File: src/rtl/sram_axi_bridge_if.sv
// Signal bundle between the CPU SRAM-like ports, the bridge and the AXI fabric.
// master = bridge view; slave = the CPU/AXI environment driving the bridge.
interface sram_axi_bridge_if;
    logic        inst_sram_req;
    logic [31:0] inst_sram_addr;
    logic        inst_sram_addr_ok;
    logic [31:0] inst_sram_addr_ok_addr;
    logic        inst_sram_data_ok;
    logic [31:0] inst_sram_rdata;

    logic        data_sram_req;
    logic        data_sram_wr;
    logic [1:0]  data_sram_size;
    logic [3:0]  data_sram_wstrb;
    logic [31:0] data_sram_addr;
    logic [31:0] data_sram_wdata;
    logic        data_sram_addr_ok;
    logic        data_sram_data_ok;
    logic [31:0] data_sram_rdata;

    logic [31:0] araddr;
    logic [2:0]  arsize;
    logic        arvalid;
    logic        arready;
    logic [31:0] rdata;
    logic        rvalid;
    logic        rready;
    logic [31:0] awaddr;
    logic [2:0]  awsize;
    logic        awvalid;
    logic        awready;
    logic [31:0] wdata;
    logic [3:0]  wstrb;
    logic        wvalid;
    logic        wready;
    logic        bvalid;
    logic        bready;

    modport master (
        input  inst_sram_req, inst_sram_addr,
        output inst_sram_addr_ok, inst_sram_addr_ok_addr, inst_sram_data_ok, inst_sram_rdata,
        input  data_sram_req, data_sram_wr, data_sram_size, data_sram_wstrb,
        input  data_sram_addr, data_sram_wdata,
        output data_sram_addr_ok, data_sram_data_ok, data_sram_rdata,
        output araddr, arsize, arvalid, rready,
        input  arready, rdata, rvalid,
        output awaddr, awsize, awvalid, wdata, wstrb, wvalid, bready,
        input  awready, wready, bvalid
    );

    modport slave (
        output inst_sram_req, inst_sram_addr,
        input  inst_sram_addr_ok, inst_sram_addr_ok_addr, inst_sram_data_ok, inst_sram_rdata,
        output data_sram_req, data_sram_wr, data_sram_size, data_sram_wstrb,
        output data_sram_addr, data_sram_wdata,
        input  data_sram_addr_ok, data_sram_data_ok, data_sram_rdata,
        input  araddr, arsize, arvalid, rready,
        output arready, rdata, rvalid,
        input  awaddr, awsize, awvalid, wdata, wstrb, wvalid, bready,
        output awready, wready, bvalid
    );
endinterface

File: src/rtl/sram_axi_bridge.sv
// SRAM-like inst/data ports to a single-outstanding AXI master; data port has fixed priority.
//
// state   | meaning
// IDLE    | accepting a new request (data before inst)
// RD_AR   | read address presented, waiting for arready
// RD_R    | waiting for read data, returned to the owner on rvalid
// WR_AW_W | write address and data presented, each drops after its own handshake
// WR_B    | waiting for the write response
module sram_axi_bridge (
    input  logic               clk,
    input  logic               reset,
    sram_axi_bridge_if.master  bus
);
    typedef enum logic [2:0] {
        IDLE    = 3'd0,
        RD_AR   = 3'd1,
        RD_R    = 3'd2,
        WR_AW_W = 3'd3,
        WR_B    = 3'd4
    } state_t;

    state_t      state, state_nxt;
    logic        owner_data;
    logic [31:0] addr_q;
    logic [31:0] wdata_q;
    logic [1:0]  size_q;
    logic [3:0]  wstrb_q;
    logic        aw_done, w_done;
    logic        accept_data, accept_inst;

    // Gating with reset keeps addr_ok low while reset is held, even in IDLE.
    assign accept_data = (state == IDLE) && !reset && bus.data_sram_req;
    assign accept_inst = (state == IDLE) && !reset && bus.inst_sram_req && !bus.data_sram_req;

    always_ff @(posedge clk or posedge reset) begin
        if (reset) begin
            state      <= IDLE;
            owner_data <= 1'b0;
            addr_q     <= 32'd0;
            wdata_q    <= 32'd0;
            size_q     <= 2'd0;
            wstrb_q    <= 4'd0;
            aw_done    <= 1'b0;
            w_done     <= 1'b0;
        end else begin
            state <= state_nxt;
            if (accept_data) begin
                owner_data <= 1'b1;
                addr_q     <= bus.data_sram_addr;
                size_q     <= bus.data_sram_size;
                wstrb_q    <= bus.data_sram_wstrb;
                wdata_q    <= bus.data_sram_wdata;
            end else if (accept_inst) begin
                owner_data <= 1'b0;
                addr_q     <= bus.inst_sram_addr;
                size_q     <= 2'd2;
                wstrb_q    <= 4'd0;
                wdata_q    <= 32'd0;
            end
            if (state == IDLE) begin
                aw_done <= 1'b0;
                w_done  <= 1'b0;
            end else if (state == WR_AW_W) begin
                if (bus.awready) aw_done <= 1'b1;
                if (bus.wready)  w_done  <= 1'b1;
            end
        end
    end

    always_comb begin
        state_nxt                  = state;
        bus.inst_sram_addr_ok      = accept_inst;
        bus.inst_sram_addr_ok_addr = bus.inst_sram_addr;
        bus.data_sram_addr_ok      = accept_data;
        bus.inst_sram_data_ok      = 1'b0;
        bus.data_sram_data_ok      = 1'b0;
        bus.inst_sram_rdata        = bus.rdata;
        bus.data_sram_rdata        = bus.rdata;
        bus.araddr                 = addr_q;
        bus.arsize                 = {1'b0, size_q};
        bus.arvalid                = 1'b0;
        bus.rready                 = 1'b0;
        bus.awaddr                 = addr_q;
        bus.awsize                 = {1'b0, size_q};
        bus.awvalid                = 1'b0;
        bus.wdata                  = wdata_q;
        bus.wstrb                  = wstrb_q;
        bus.wvalid                 = 1'b0;
        bus.bready                 = 1'b0;

        case (state)
            IDLE: begin
                if (accept_data)
                    state_nxt = bus.data_sram_wr ? WR_AW_W : RD_AR;
                else if (accept_inst)
                    state_nxt = RD_AR;
            end
            RD_AR: begin
                bus.arvalid = 1'b1;
                if (bus.arready) state_nxt = RD_R;
            end
            RD_R: begin
                bus.rready = 1'b1;
                if (bus.rvalid) begin
                    bus.inst_sram_data_ok = !owner_data;
                    bus.data_sram_data_ok = owner_data;
                    state_nxt             = IDLE;
                end
            end
            WR_AW_W: begin
                bus.awvalid = !aw_done;
                bus.wvalid  = !w_done;
                if ((aw_done || bus.awready) && (w_done || bus.wready))
                    state_nxt = WR_B;
            end
            WR_B: begin
                bus.bready = 1'b1;
                if (bus.bvalid) begin
                    bus.data_sram_data_ok = 1'b1;
                    state_nxt             = IDLE;
                end
            end
            default: state_nxt = IDLE;
        endcase
    end
endmodule

File: src/flat_wrapper.sv
// flat-port wrapper written by rule: the top's interface ports become plain ports
module sram_axi_bridge_flat 
  (clk, reset, bus_inst_sram_req, bus_inst_sram_addr, bus_inst_sram_addr_ok, bus_inst_sram_addr_ok_addr, bus_inst_sram_data_ok, bus_inst_sram_rdata, bus_data_sram_req, bus_data_sram_wr, bus_data_sram_size, bus_data_sram_wstrb, bus_data_sram_addr, bus_data_sram_wdata, bus_data_sram_addr_ok, bus_data_sram_data_ok, bus_data_sram_rdata, bus_araddr, bus_arsize, bus_arvalid, bus_rready, bus_arready, bus_rdata, bus_rvalid, bus_awaddr, bus_awsize, bus_awvalid, bus_wdata, bus_wstrb, bus_wvalid, bus_bready, bus_awready, bus_wready, bus_bvalid);
  sram_axi_bridge_if bus_i ();
  input  logic clk;
  input  logic reset;
  input wire logic [$bits(bus_i.inst_sram_req)-1:0] bus_inst_sram_req;
  input wire logic [$bits(bus_i.inst_sram_addr)-1:0] bus_inst_sram_addr;
  output wire logic [$bits(bus_i.inst_sram_addr_ok)-1:0] bus_inst_sram_addr_ok;
  output wire logic [$bits(bus_i.inst_sram_addr_ok_addr)-1:0] bus_inst_sram_addr_ok_addr;
  output wire logic [$bits(bus_i.inst_sram_data_ok)-1:0] bus_inst_sram_data_ok;
  output wire logic [$bits(bus_i.inst_sram_rdata)-1:0] bus_inst_sram_rdata;
  input wire logic [$bits(bus_i.data_sram_req)-1:0] bus_data_sram_req;
  input wire logic [$bits(bus_i.data_sram_wr)-1:0] bus_data_sram_wr;
  input wire logic [$bits(bus_i.data_sram_size)-1:0] bus_data_sram_size;
  input wire logic [$bits(bus_i.data_sram_wstrb)-1:0] bus_data_sram_wstrb;
  input wire logic [$bits(bus_i.data_sram_addr)-1:0] bus_data_sram_addr;
  input wire logic [$bits(bus_i.data_sram_wdata)-1:0] bus_data_sram_wdata;
  output wire logic [$bits(bus_i.data_sram_addr_ok)-1:0] bus_data_sram_addr_ok;
  output wire logic [$bits(bus_i.data_sram_data_ok)-1:0] bus_data_sram_data_ok;
  output wire logic [$bits(bus_i.data_sram_rdata)-1:0] bus_data_sram_rdata;
  output wire logic [$bits(bus_i.araddr)-1:0] bus_araddr;
  output wire logic [$bits(bus_i.arsize)-1:0] bus_arsize;
  output wire logic [$bits(bus_i.arvalid)-1:0] bus_arvalid;
  output wire logic [$bits(bus_i.rready)-1:0] bus_rready;
  input wire logic [$bits(bus_i.arready)-1:0] bus_arready;
  input wire logic [$bits(bus_i.rdata)-1:0] bus_rdata;
  input wire logic [$bits(bus_i.rvalid)-1:0] bus_rvalid;
  output wire logic [$bits(bus_i.awaddr)-1:0] bus_awaddr;
  output wire logic [$bits(bus_i.awsize)-1:0] bus_awsize;
  output wire logic [$bits(bus_i.awvalid)-1:0] bus_awvalid;
  output wire logic [$bits(bus_i.wdata)-1:0] bus_wdata;
  output wire logic [$bits(bus_i.wstrb)-1:0] bus_wstrb;
  output wire logic [$bits(bus_i.wvalid)-1:0] bus_wvalid;
  output wire logic [$bits(bus_i.bready)-1:0] bus_bready;
  input wire logic [$bits(bus_i.awready)-1:0] bus_awready;
  input wire logic [$bits(bus_i.wready)-1:0] bus_wready;
  input wire logic [$bits(bus_i.bvalid)-1:0] bus_bvalid;
  assign bus_i.inst_sram_req = bus_inst_sram_req;
  assign bus_i.inst_sram_addr = bus_inst_sram_addr;
  assign bus_inst_sram_addr_ok = bus_i.inst_sram_addr_ok;
  assign bus_inst_sram_addr_ok_addr = bus_i.inst_sram_addr_ok_addr;
  assign bus_inst_sram_data_ok = bus_i.inst_sram_data_ok;
  assign bus_inst_sram_rdata = bus_i.inst_sram_rdata;
  assign bus_i.data_sram_req = bus_data_sram_req;
  assign bus_i.data_sram_wr = bus_data_sram_wr;
  assign bus_i.data_sram_size = bus_data_sram_size;
  assign bus_i.data_sram_wstrb = bus_data_sram_wstrb;
  assign bus_i.data_sram_addr = bus_data_sram_addr;
  assign bus_i.data_sram_wdata = bus_data_sram_wdata;
  assign bus_data_sram_addr_ok = bus_i.data_sram_addr_ok;
  assign bus_data_sram_data_ok = bus_i.data_sram_data_ok;
  assign bus_data_sram_rdata = bus_i.data_sram_rdata;
  assign bus_araddr = bus_i.araddr;
  assign bus_arsize = bus_i.arsize;
  assign bus_arvalid = bus_i.arvalid;
  assign bus_rready = bus_i.rready;
  assign bus_i.arready = bus_arready;
  assign bus_i.rdata = bus_rdata;
  assign bus_i.rvalid = bus_rvalid;
  assign bus_awaddr = bus_i.awaddr;
  assign bus_awsize = bus_i.awsize;
  assign bus_awvalid = bus_i.awvalid;
  assign bus_wdata = bus_i.wdata;
  assign bus_wstrb = bus_i.wstrb;
  assign bus_wvalid = bus_i.wvalid;
  assign bus_bready = bus_i.bready;
  assign bus_i.awready = bus_awready;
  assign bus_i.wready = bus_wready;
  assign bus_i.bvalid = bus_bvalid;
  sram_axi_bridge u_core (.clk(clk), .reset(reset), .bus(bus_i));
endmodule
File: config.mk
export PLATFORM = sky130hd
export DESIGN_NAME = sram_axi_bridge_flat
export DESIGN_NICKNAME = d
export VERILOG_FILES = /design/src/rtl/sram_axi_bridge_if.sv /design/src/rtl/sram_axi_bridge.sv /design/src/flat_wrapper.sv
export SDC_FILE = /design/constraint.sdc
export NUM_CORES = 1
export LEC_CHECK = 0
export BUFFER_PORTS_ARGS = -buffer_cell sky130_fd_sc_hd__buf_2
export CAP_MARGIN = 25
export CORE_AREA = 10 10 131 133
export DETAILED_ROUTE_END_ITERATION = 12
export DIE_AREA = 0 0 141 143
export PLACE_DENSITY = 0.65
export SYNTH_ARGS = -nofsm -noshare
export SYNTH_HDL_FRONTEND = slang
export SYNTH_SLANG_ARGS = --single-unit
File: constraint.sdc
create_clock -name clk -period 5.9 [get_ports clk]
set_clock_uncertainty 0.1 [all_clocks]
set_input_delay 0.295 -clock clk [delete_from_list [all_inputs] [get_ports clk]]
set_output_delay 0.295 -clock clk [all_outputs]
set_load 0.005 [all_outputs]
Word-level counts from Yosys, hierarchy flattened
Cells that the tools add are included.
Widths: inputs -> output; s select.
{"block": "classes", "n_eq_ne": 9, "n_mux": 34, "n_reduce_logical": 20}
{"cell": "$mux 32", "count": 4}
{"cell": "$mux 3", "count": 6}
{"cell": "$mux 1", "count": 17}
{"cell": "$pmux 3 s5", "count": 1}
{"cell": "$mux 4", "count": 2}
{"cell": "$ne 2x2->1 const B", "count": 4}
{"cell": "$reduce_bool 2->1", "count": 4}
{"cell": "$eq 3x2->1 const B", "count": 2}
{"cell": "$mux 2", "count": 3}
{"cell": "$logic_and 1x1->1", "count": 5}
{"cell": "$logic_not 1->1", "count": 5}
{"cell": "$reduce_and 5->1", "count": 1}
{"cell": "$reduce_and 2->1", "count": 2}
{"cell": "$eq 3x1->1 const B", "count": 1}
{"cell": "$eq 3x3->1 const B", "count": 1}
{"cell": "$logic_not 3->1", "count": 1}
{"cell": "$ne 3x3->1 const B", "count": 1}
{"cell": "$logic_or 1x1->1", "count": 2}
{"cell": "$pmux 1 s2", "count": 1}
{"block": "word_totals", "ff_bits": 76, "input_bits": 144, "output_inout_bits": 211, "wordCells": 71}

Depth between registers and ports, before layout
Gate-level depths: netlist of run 1.
{"block": "depth", "ltp_word": 7, "depth_mapped": 6, "depth_no_buf": 3}

Worst setup path after synthesis of run 1
Ideal clock, no wire load.
{"block": "synth_timing", "path_kind": "register to output", "startpoint": "reg u_core.state[1]", "endpoint": "out bus_data_sram_addr_ok", "arrival_time_ps": 1264, "slack_ps": 4241, "path_stages_with_launch": 6, "n_path_buf": 3, "cell_sequence": "dfrtp_1 > buf_2 > nor4_4 > and2_1 > buf_4 > buf_6"}
{"block": "synth_via", "elab_chain_len": 3}
{"item": "start: declaration", "line": "sram_axi_bridge.sv:22", "rtl": "state_t state, state_nxt;"}
{"item": "start signal: assignment", "line": "sram_axi_bridge.sv:46", "rtl": "state <= state_nxt;"}
{"item": "$logic_not 3->1", "line": "sram_axi_bridge.sv:32", "rtl": "assign accept_data = (state == IDLE) && !reset && bus.data_sram_req;"}
{"item": "$logic_and 1x1->1 (2 in series)", "line": "sram_axi_bridge.sv:32"}
{"item": "end: declaration", "line": "flat_wrapper.sv:19", "rtl": "output wire logic [$bits(bus_i.data_sram_addr_ok)-1:0] bus_data_sram_addr_ok;"}
No other way between the ends.

Final worst setup path of run 1
{"block": "layout_timing", "startpoint": "reg u_core.state[0]", "endpoint": "out bus_inst_sram_addr_ok"}
{"block": "layout_via", "elab_chain_len": 4}
{"item": "$logic_not 3->1", "line": "sram_axi_bridge.sv:33", "rtl": "assign accept_inst = (state == IDLE) && !reset && bus.inst_sram_req && !bus.data_sram_req;"}
{"item": "$logic_and 1x1->1 (3 in series)", "line": "sram_axi_bridge.sv:33"}
{"item": "end: declaration", "line": "flat_wrapper.sv:9", "rtl": "output wire logic [$bits(bus_i.inst_sram_addr_ok)-1:0] bus_inst_sram_addr_ok;"}
No other way between the ends.

==> results of run 1 <==
[synthesized netlist by cell type, drive strengths merged]
master / number
nor4: 1
and3b: 1
and2: 1
o21ai: 4
nor3b: 2
a32o: 1
a22o: 39
a21o: 3
o22ai: 1
dfrtp: 76
a32oi: 32
nand2: 35
conb: 1
nand3: 65
or4: 1
inv: 2
nand2b: 2
nor2: 7
buf: 150
clkbuf: 14
mux4: 1
a21oi: 2
nor2b: 3
or2: 1
[metrics by stage]
stage	cells	cell area [µm²]	hold slack [ns]	setup slack [ns]
3_3_place_gp	729	4783	0.3789	3.639
2_1_floorplan	446	4428	0.3347	3.567
3_5_place_dp	729	4783	0.3766	3.645
6_report	748	5137	0.06858	3.315
5_1_grt	747	5135	0.06074	3.107
4_1_cts	745	5097	0.05745	3.279
[per-layer routing]
metal | part of all wire | vias up | wire length (µm)
li1 | - | 1678 | -
met1 | 0.37 | 1693 | 5256
met4 | 0.017 | 0 | 239
met5 | 0 | - | 0
met3 | 0.14 | 23 | 1934
met2 | 0.48 | 218 | 6856
[registers in the layout (all words and copies together) (netlist names)]
register,count
u_core.state,3
u_core.aw_done,1
u_core.w_done,1
u_core.bus.wdata,32
u_core.bus.araddr,32
u_core.size_q,2
u_core.owner_data,1
u_core.bus.wstrb,4
[worst max path at each step]
stage / endpoint / slack, ns / cells past startpoint / from
after floorplan: u_core.aw_done$_DFFE_PP0P_ / 3.57 / 1 / reset
after detailed placement: u_core.bus.wdata[3]$_DFFE_PP0P_ / 3.65 / 5 / u_core.state[0]$_DFFE_PP0P_
after global placement: bus_inst_sram_addr_ok / 3.64 / 5 / u_core.state[0]$_DFFE_PP0P_
final: bus_inst_sram_addr_ok / 3.32 / 5 / u_core.state[0]$_DFFE_PP0P_
after global routing: bus_inst_sram_addr_ok / 3.11 / 5 / u_core.state[0]$_DFFE_PP0P_
after CTS: bus_inst_sram_addr_ok / 3.28 / 5 / u_core.state[0]$_DFFE_PP0P_
[logic make-up after synthesis]
logic type	after synthesis	synth area share
buf+inv	166	0.2763
flops	76	0.4299
other cells	1	0.0008476
simple gates	119	0.1309
mux	1	0.005090
compound gates	82	0.1570
[report_power, final]
group	total, µW	internal [µW]	switching [µW]	leakage (µW)
Clock	592	340	252	0.000152
Combinational	1010	508	506	0.00165
Sequential	1010	784	224	0.000938
Total	2610	1630	983	0.00274
[worst reg2reg max path: cells and delay by family (launching register included)]
family	cells	cell delay [ns]
flops	1	0.50
compound gates	2	0.35
buf+inv	2	0.88
simple gates	1	0.32
[what timing repair did]
action                                 4_1_cts  5_1_grt
hold buffers                                 0        1
endpoints found under the hold margin        0        9
buffers inserted                             0        0
[cell type report]
cell class	instances	area, µm²	area share
well taps	184	230.2	0.04481
multi-input cells	204	1309	0.2547
inverters	2	8.758	0.001705
flip-flops and latches	76	1902	0.3702
diodes	1	2.502	0.0004871
clock inverters	7	88.84	0.01729
repair buffers	265	1371	0.2669
clock buffers	9	225.2	0.04384
[cells in the final DEF (no fill, tap or decap), drive strengths merged, types with 2 or more instances in the layout]
cell	synthesis	final
a21o	3	3
buf	150	264
nand2b	2	2
nand2	35	35
nor2	7	7
dfrtp	76	76
conb	1	2
nor2b	3	3
nand3	65	65
a21oi	2	2
inv	2	6
nor3b	2	2
a32oi	32	32
clkbuf	14	9
a22o	39	39
o21ai	4	4
==> flow_summary_export.csv, run 1 <==
group,metric,value,unit
setup_path,arrival,2.19,ns
setup_path,critPathBufInv,2,
logic_synthesis,ys_warn_count,0,
worst_hold_path,worstHoldEndpoint,"u_core.bus.wdata[22]$_DFFE_PP0P_",
clock_tree,path_clk_slew,0.07,ns
timing,max_clock_freq,386.9,MHz
global_routing,met3_usage,0.07529,
detailed_routing,viasPerCell,4.829,
global_routing,grt-ovfl-total,0,
global_routing,grt_use_total,0.1336,
worst_hold_path,hp-start,"bus_data_sram_wdata[22]",
job,drv_cap,0,
setup_path,slowest_delay,0.59,ns
logic_synthesis,synth_top_cell_by_area,"dfrtp_1",
die,core,0.01442,mm²
logic_synthesis,ys_ff_latch,76,
clock_tree,clkLatencyLatePin,0.34,ns
die,rows,44,
cells_and_area,postLayoutCoreUtil,0.3562,
detailed_routing,routed_wl,14290,µm
logic_synthesis,synthCells,445,
power_and_ir_drop,peakVddDrop,0.2019,mV
setup_path,worst-setup-path-type,"reg -> out",
power_and_ir_drop,p_leak,0.002737,µW
clock_tree,cts_buffer_depth,2,
global_routing,grt_pass1_wl,21910,µm
logic_synthesis,syn_avg_cell_area,9.942,µm²
placed_design,hpwlAfterDp,10680,µm
logic_synthesis,synth_top_area_frac,0.4299,
detailed_routing,drt_pass1_iterations,4,
logic_synthesis,ys_top_cells_by_area,"dfrtp_1 (43%), buf_4 (23%), a22o_1 (7.7%), nand3_1 (7.4%), a32oi_1 (6.3%)",
cells_and_area,syn_to_final_growth,16.12,%
clock_tree,numCtsBuffers,9,
die,dieArea,0.02016,mm²
global_routing,grt_max_degree,77,
timing,fin_setup_tns,0,ns
setup_path,startpoint_type,"flop",
setup_path,timing.rr.end,"u_core.bus.wdata[29]$_DFFE_PP0P_",
logic_synthesis,synth.distinct_cells,28,
detailed_routing,ant_nets,0,
worst_hold_path,hold_class,"in -> reg",
die,initial_utilization,0.3067,
setup_path,cp_top_family,"buffers and inverters",
global_routing,grt_use_met2,0.2180,
timing,slew_viol_final,0,
worst_hold_path,hold_depth,2,
clock_tree,cts_tree,"done",
status,status,"completed",
timing,relSlewSlack,0.4355,
setup_path,worstRegToRegCells,5,
logic_synthesis,netlist_area,0.004424,mm²
setup_path,end_kind,"primary output",
cells_and_area,drive_gt1_frac,0.5098,
die,die_x,141,µm
global_routing,grt_pass1_vias,3962,
global_routing,antenna_found_initial,0,
setup_path,r2r_slack,3.65,ns
timing,rsz0062_at_grt,"no",
setup_path,cp_cell_sequence,"nor4_4 > buf_4 > nand2_1 > nor2_1 > buf_2",
die,io_pins,355,
detailed_routing,dr_total_vias,3612,
detailed_routing,drc,0,
cells_and_area,fill_cells,1482,
setup_path,slowest_stage,"buf_4",
timing,period_needed,2.585,ns
setup_path,cp_data_required_time,5.51,ns
die,die_h,143,µm
detailed_routing,drt-initial-drc-count,134,
timing,fin_crit_sh,0.4381,
cells_and_area,nets,702,
clock_tree,cts_sinks,76,
power_and_ir_drop,total_power,2615,µW
timing,setup_viol,0,
clock_tree,root_buffer,"clkbuf_16",
placed_design,gp_congestion,0.7885,
global_routing,grt_busiest_layer,"met2",
power_and_ir_drop,cellPowerDensity,509.0,mW/mm²
setup_path,crit_fanout,68,
clock_tree,cts_resized,0,
placed_design,numPortBuffers,256,
timing,tightestPinTransition,0.8467,ns
setup_path,r2r_start,"u_core.state[0]$_DFFE_PP0P_",
logic_synthesis,seq_area_frac_synth,0.4299,
global_routing,grt_use_met1,0.1423,
timing,final_hold_viol_count,0,
clock_tree,htreeDepth,3,
detailed_routing,wl_per_cell,19.10,µm
Power figures use the tool's default switching activity.
==> inputs of run 2 (changes only) <==
==> constraint.sdc (replaced) <==
create_clock -name clk -period 2.6 [get_ports clk]
set_clock_uncertainty 0.1 [all_clocks]
set_input_delay 0.13 -clock clk [delete_from_list [all_inputs] [get_ports clk]]
set_output_delay 0.13 -clock clk [all_outputs]
set_load 0.005 [all_outputs]
==> run 2 against run 1 <==
Routed wire length grew 13%. First-iteration DRC count grew 51%. Clock power is 120% higher. Utilization grew 7.3 points. Clock-buffer cell count unchanged. Die area stayed put. Combinational power grew to 2.9 times the previous value. Cell area up 20%. Register-to-register slack lost 3.5 ns. Flip-flop and latch count stayed put. Sequential power is 130% higher. Via count up 15%. Largest power group is now combinational cells.
==> flow_summary_export.csv, run 2 (same netlist as run 1, synthesis figures left out) <==
group,metric,value,unit
setup_path,worst-setup-path-type,"reg -> reg",
cells_and_area,nets,806,
detailed_routing,viasPerCell,4.880,
cells_and_area,fill_cells,1362,
die,die_x,141,µm
die,rows,44,
setup_path,crit_fanout,43,
power_and_ir_drop,total_power,6574,µW
setup_path,cp_top_family,"buffers and inverters",
timing,period_needed,2.426,ns
worst_hold_path,hp-start,"bus_wready",
setup_path,slowest_delay,0.56,ns
setup_path,r2r_start,"u_core.state[0]$_DFFE_PP0P_",
die,initial_utilization,0.3067,
clock_tree,path_clk_slew,0.07,ns
clock_tree,numCtsBuffers,9,
global_routing,antenna_found_initial,1,
setup_path,r2r_slack,0.17,ns
worst_hold_path,hold_depth,3,
timing,fin_crit_sh,0.9331,
timing,final_hold_viol_count,0,
setup_path,slowest_stage,"dlygate4sd3_1",
cells_and_area,fin_area,0.006188,mm²
placed_design,numPortBuffers,256,
timing,fin_setup_tns,0,ns
die,io_pins,355,
status,status,"completed",
detailed_routing,dr_total_vias,4163,
setup_path,startpoint_type,"flop",
setup_path,critPathBufInv,2,
placed_design,hpwlAfterDp,11120,µm
die,core,0.01442,mm²
clock_tree,postCtsSetupRepairBufs,0,
cells_and_area,syn_to_final_growth,39.88,%
global_routing,grt_pass1_wl,24960,µm
detailed_routing,drt-initial-drc-count,203,
timing,setup_viol,0,
clock_tree,root_buffer,"clkbuf_16",
worst_hold_path,hold_class,"in -> reg",
cells_and_area,final_common_cell,"buf_2",
detailed_routing,drc,0,
setup_path,cp_cell_sequence,"nor4_4 > buf_4 > a32oi_1 > nand3_1 > dlygate4sd3_1",
power_and_ir_drop,cellPowerDensity,1062,mW/mm²
clock_tree,clkLatencyLatePin,0.34,ns
power_and_ir_drop,p_leak,0.003181,µW
global_routing,grt_max_degree,52,
detailed_routing,ant_nets,0,
global_routing,grt-ovfl-total,0,
clock_tree,cts_tree,"done",
cells_and_area,final_cell_mix,"buf_2 (256), dlygate4sd3_1 (104), dfrtp_1 (76)",
clock_tree,htreeDepth,3,
placed_design,gp_congestion,0.8063,
setup_path,end_kind,"flop",
setup_path,cp_data_required_time,2.77,ns
job,drv_cap,0,
timing,rsz0062_at_grt,"no",
worst_hold_path,worstHoldEndpoint,"u_core.w_done$_DFFE_PP0P_",
die,die_h,143,µm
cells_and_area,drive_gt1_frac,0.4333,
setup_path,cp_num_cells,5,
setup_path,worstRegToRegCells,5,
clock_tree,cts_sinks,76,
timing,max_clock_freq,412.2,MHz
placed_design,placed_area,0.004823,mm²
detailed_routing,wl_per_cell,18.92,µm
global_routing,grt_pass1_vias,4560,
die,dieArea,0.02016,mm²
setup_path,arrival,2.60,ns
cells_and_area,postLayoutCoreUtil,0.4290,
detailed_routing,routed_wl,16140,µm
power_and_ir_drop,peakVddDrop,0.5218,mV
global_routing,grt_use_total,0.1534,
timing,slew_viol_final,0,
setup_path,timing.rr.end,"u_core.bus.araddr[15]$_DFFE_PP0P_",
clock_tree,cts_buffer_depth,2,
detailed_routing,drt_pass1_iterations,5,
-- run 2: cell types whose count changed in the layout (fill, tap and decap cells not counted) --
cell,change
buf_12,+2
or4_4,+1
clkinvlp_4,-1
buf_16,-1
diode_2,+1
or4_1,-1
clkinv_4,+1
dlygate4sd3_1,+103
-- run 2: worst max-delay path by stage --
stage | startpoint | end | slack [ns]
6_report | u_core.state[0]$_DFFE_PP0P_ | u_core.bus.araddr[15]$_DFFE_PP0P_ | 0.17
5_1_grt | u_core.state[0]$_DFFE_PP0P_ | u_core.bus.araddr[17]$_DFFE_PP0P_ | 0.02
4_1_cts | u_core.state[0]$_DFFE_PP0P_ | u_core.bus.araddr[28]$_DFFE_PP0P_ | 0.12
3_5_place_dp | u_core.state[0]$_DFFE_PP0P_ | bus_inst_sram_addr_ok | 0.60
3_3_place_gp | u_core.state[0]$_DFFE_PP0P_ | bus_inst_sram_addr_ok | 0.65
2_1_floorplan | reset | u_core.aw_done$_DFFE_PP0P_ | 0.43
-- run 2: routing by layer --
layer / GRT usage / vias up / wire [µm]
met2: 0.2631 / 272 / 8052
li1: - / 1885 / -
met3: 0.08425 / 40 / 2149
met1: 0.1489 / 1966 / 5555
met5: 0 / - / 0
met4: 0.07011 / 0 / 382
-- run 2: cell type report --
cell class | count | area [µm²] | area share
timing repair buffer | 369 | 2415 | 0.3902
sequential | 76 | 1902 | 0.3073
multi-input combinational | 204 | 1313 | 0.2121
tap | 184 | 230.2 | 0.03720
clock buffer | 9 | 225.2 | 0.03639
clock inverter | 7 | 90.09 | 0.01456
inverter | 2 | 8.758 | 0.001415
antenna | 2 | 5.005 | 0.0008087
-- run 2: what timing repair did --
action,in CTS,in global routing
hold buffers,104,0
gates resized for setup,0,1
endpoints found under the hold margin,96,0
setup endpoints to repair,0,1
-- run 2: per-stage QoR --
stage          hold WS [ns]  setup WS, ns  cells
6_report            0.02124        0.1739    853
5_1_grt             0.03360       0.02279    852
4_1_cts            0.006509        0.1202    851
3_5_place_dp         0.1188        0.5968    731
3_3_place_gp         0.1149        0.6502    731
2_1_floorplan        0.1697        0.4317    446
-- run 2: report_power, final --
part	switching (µW)	internal (µW)	total, µW
Clock	557	772	1330
Sequential	536	1780	2320
Combinational	1300	1630	2930
-- run 2: worst reg2reg max path: cells and delay by family (launching register included) --
kind / cells / cell delay [ns]
simple gates: 2 / 0.52
flops: 1 / 0.51
buf+inv: 2 / 1.01
compound gates: 1 / 0.22
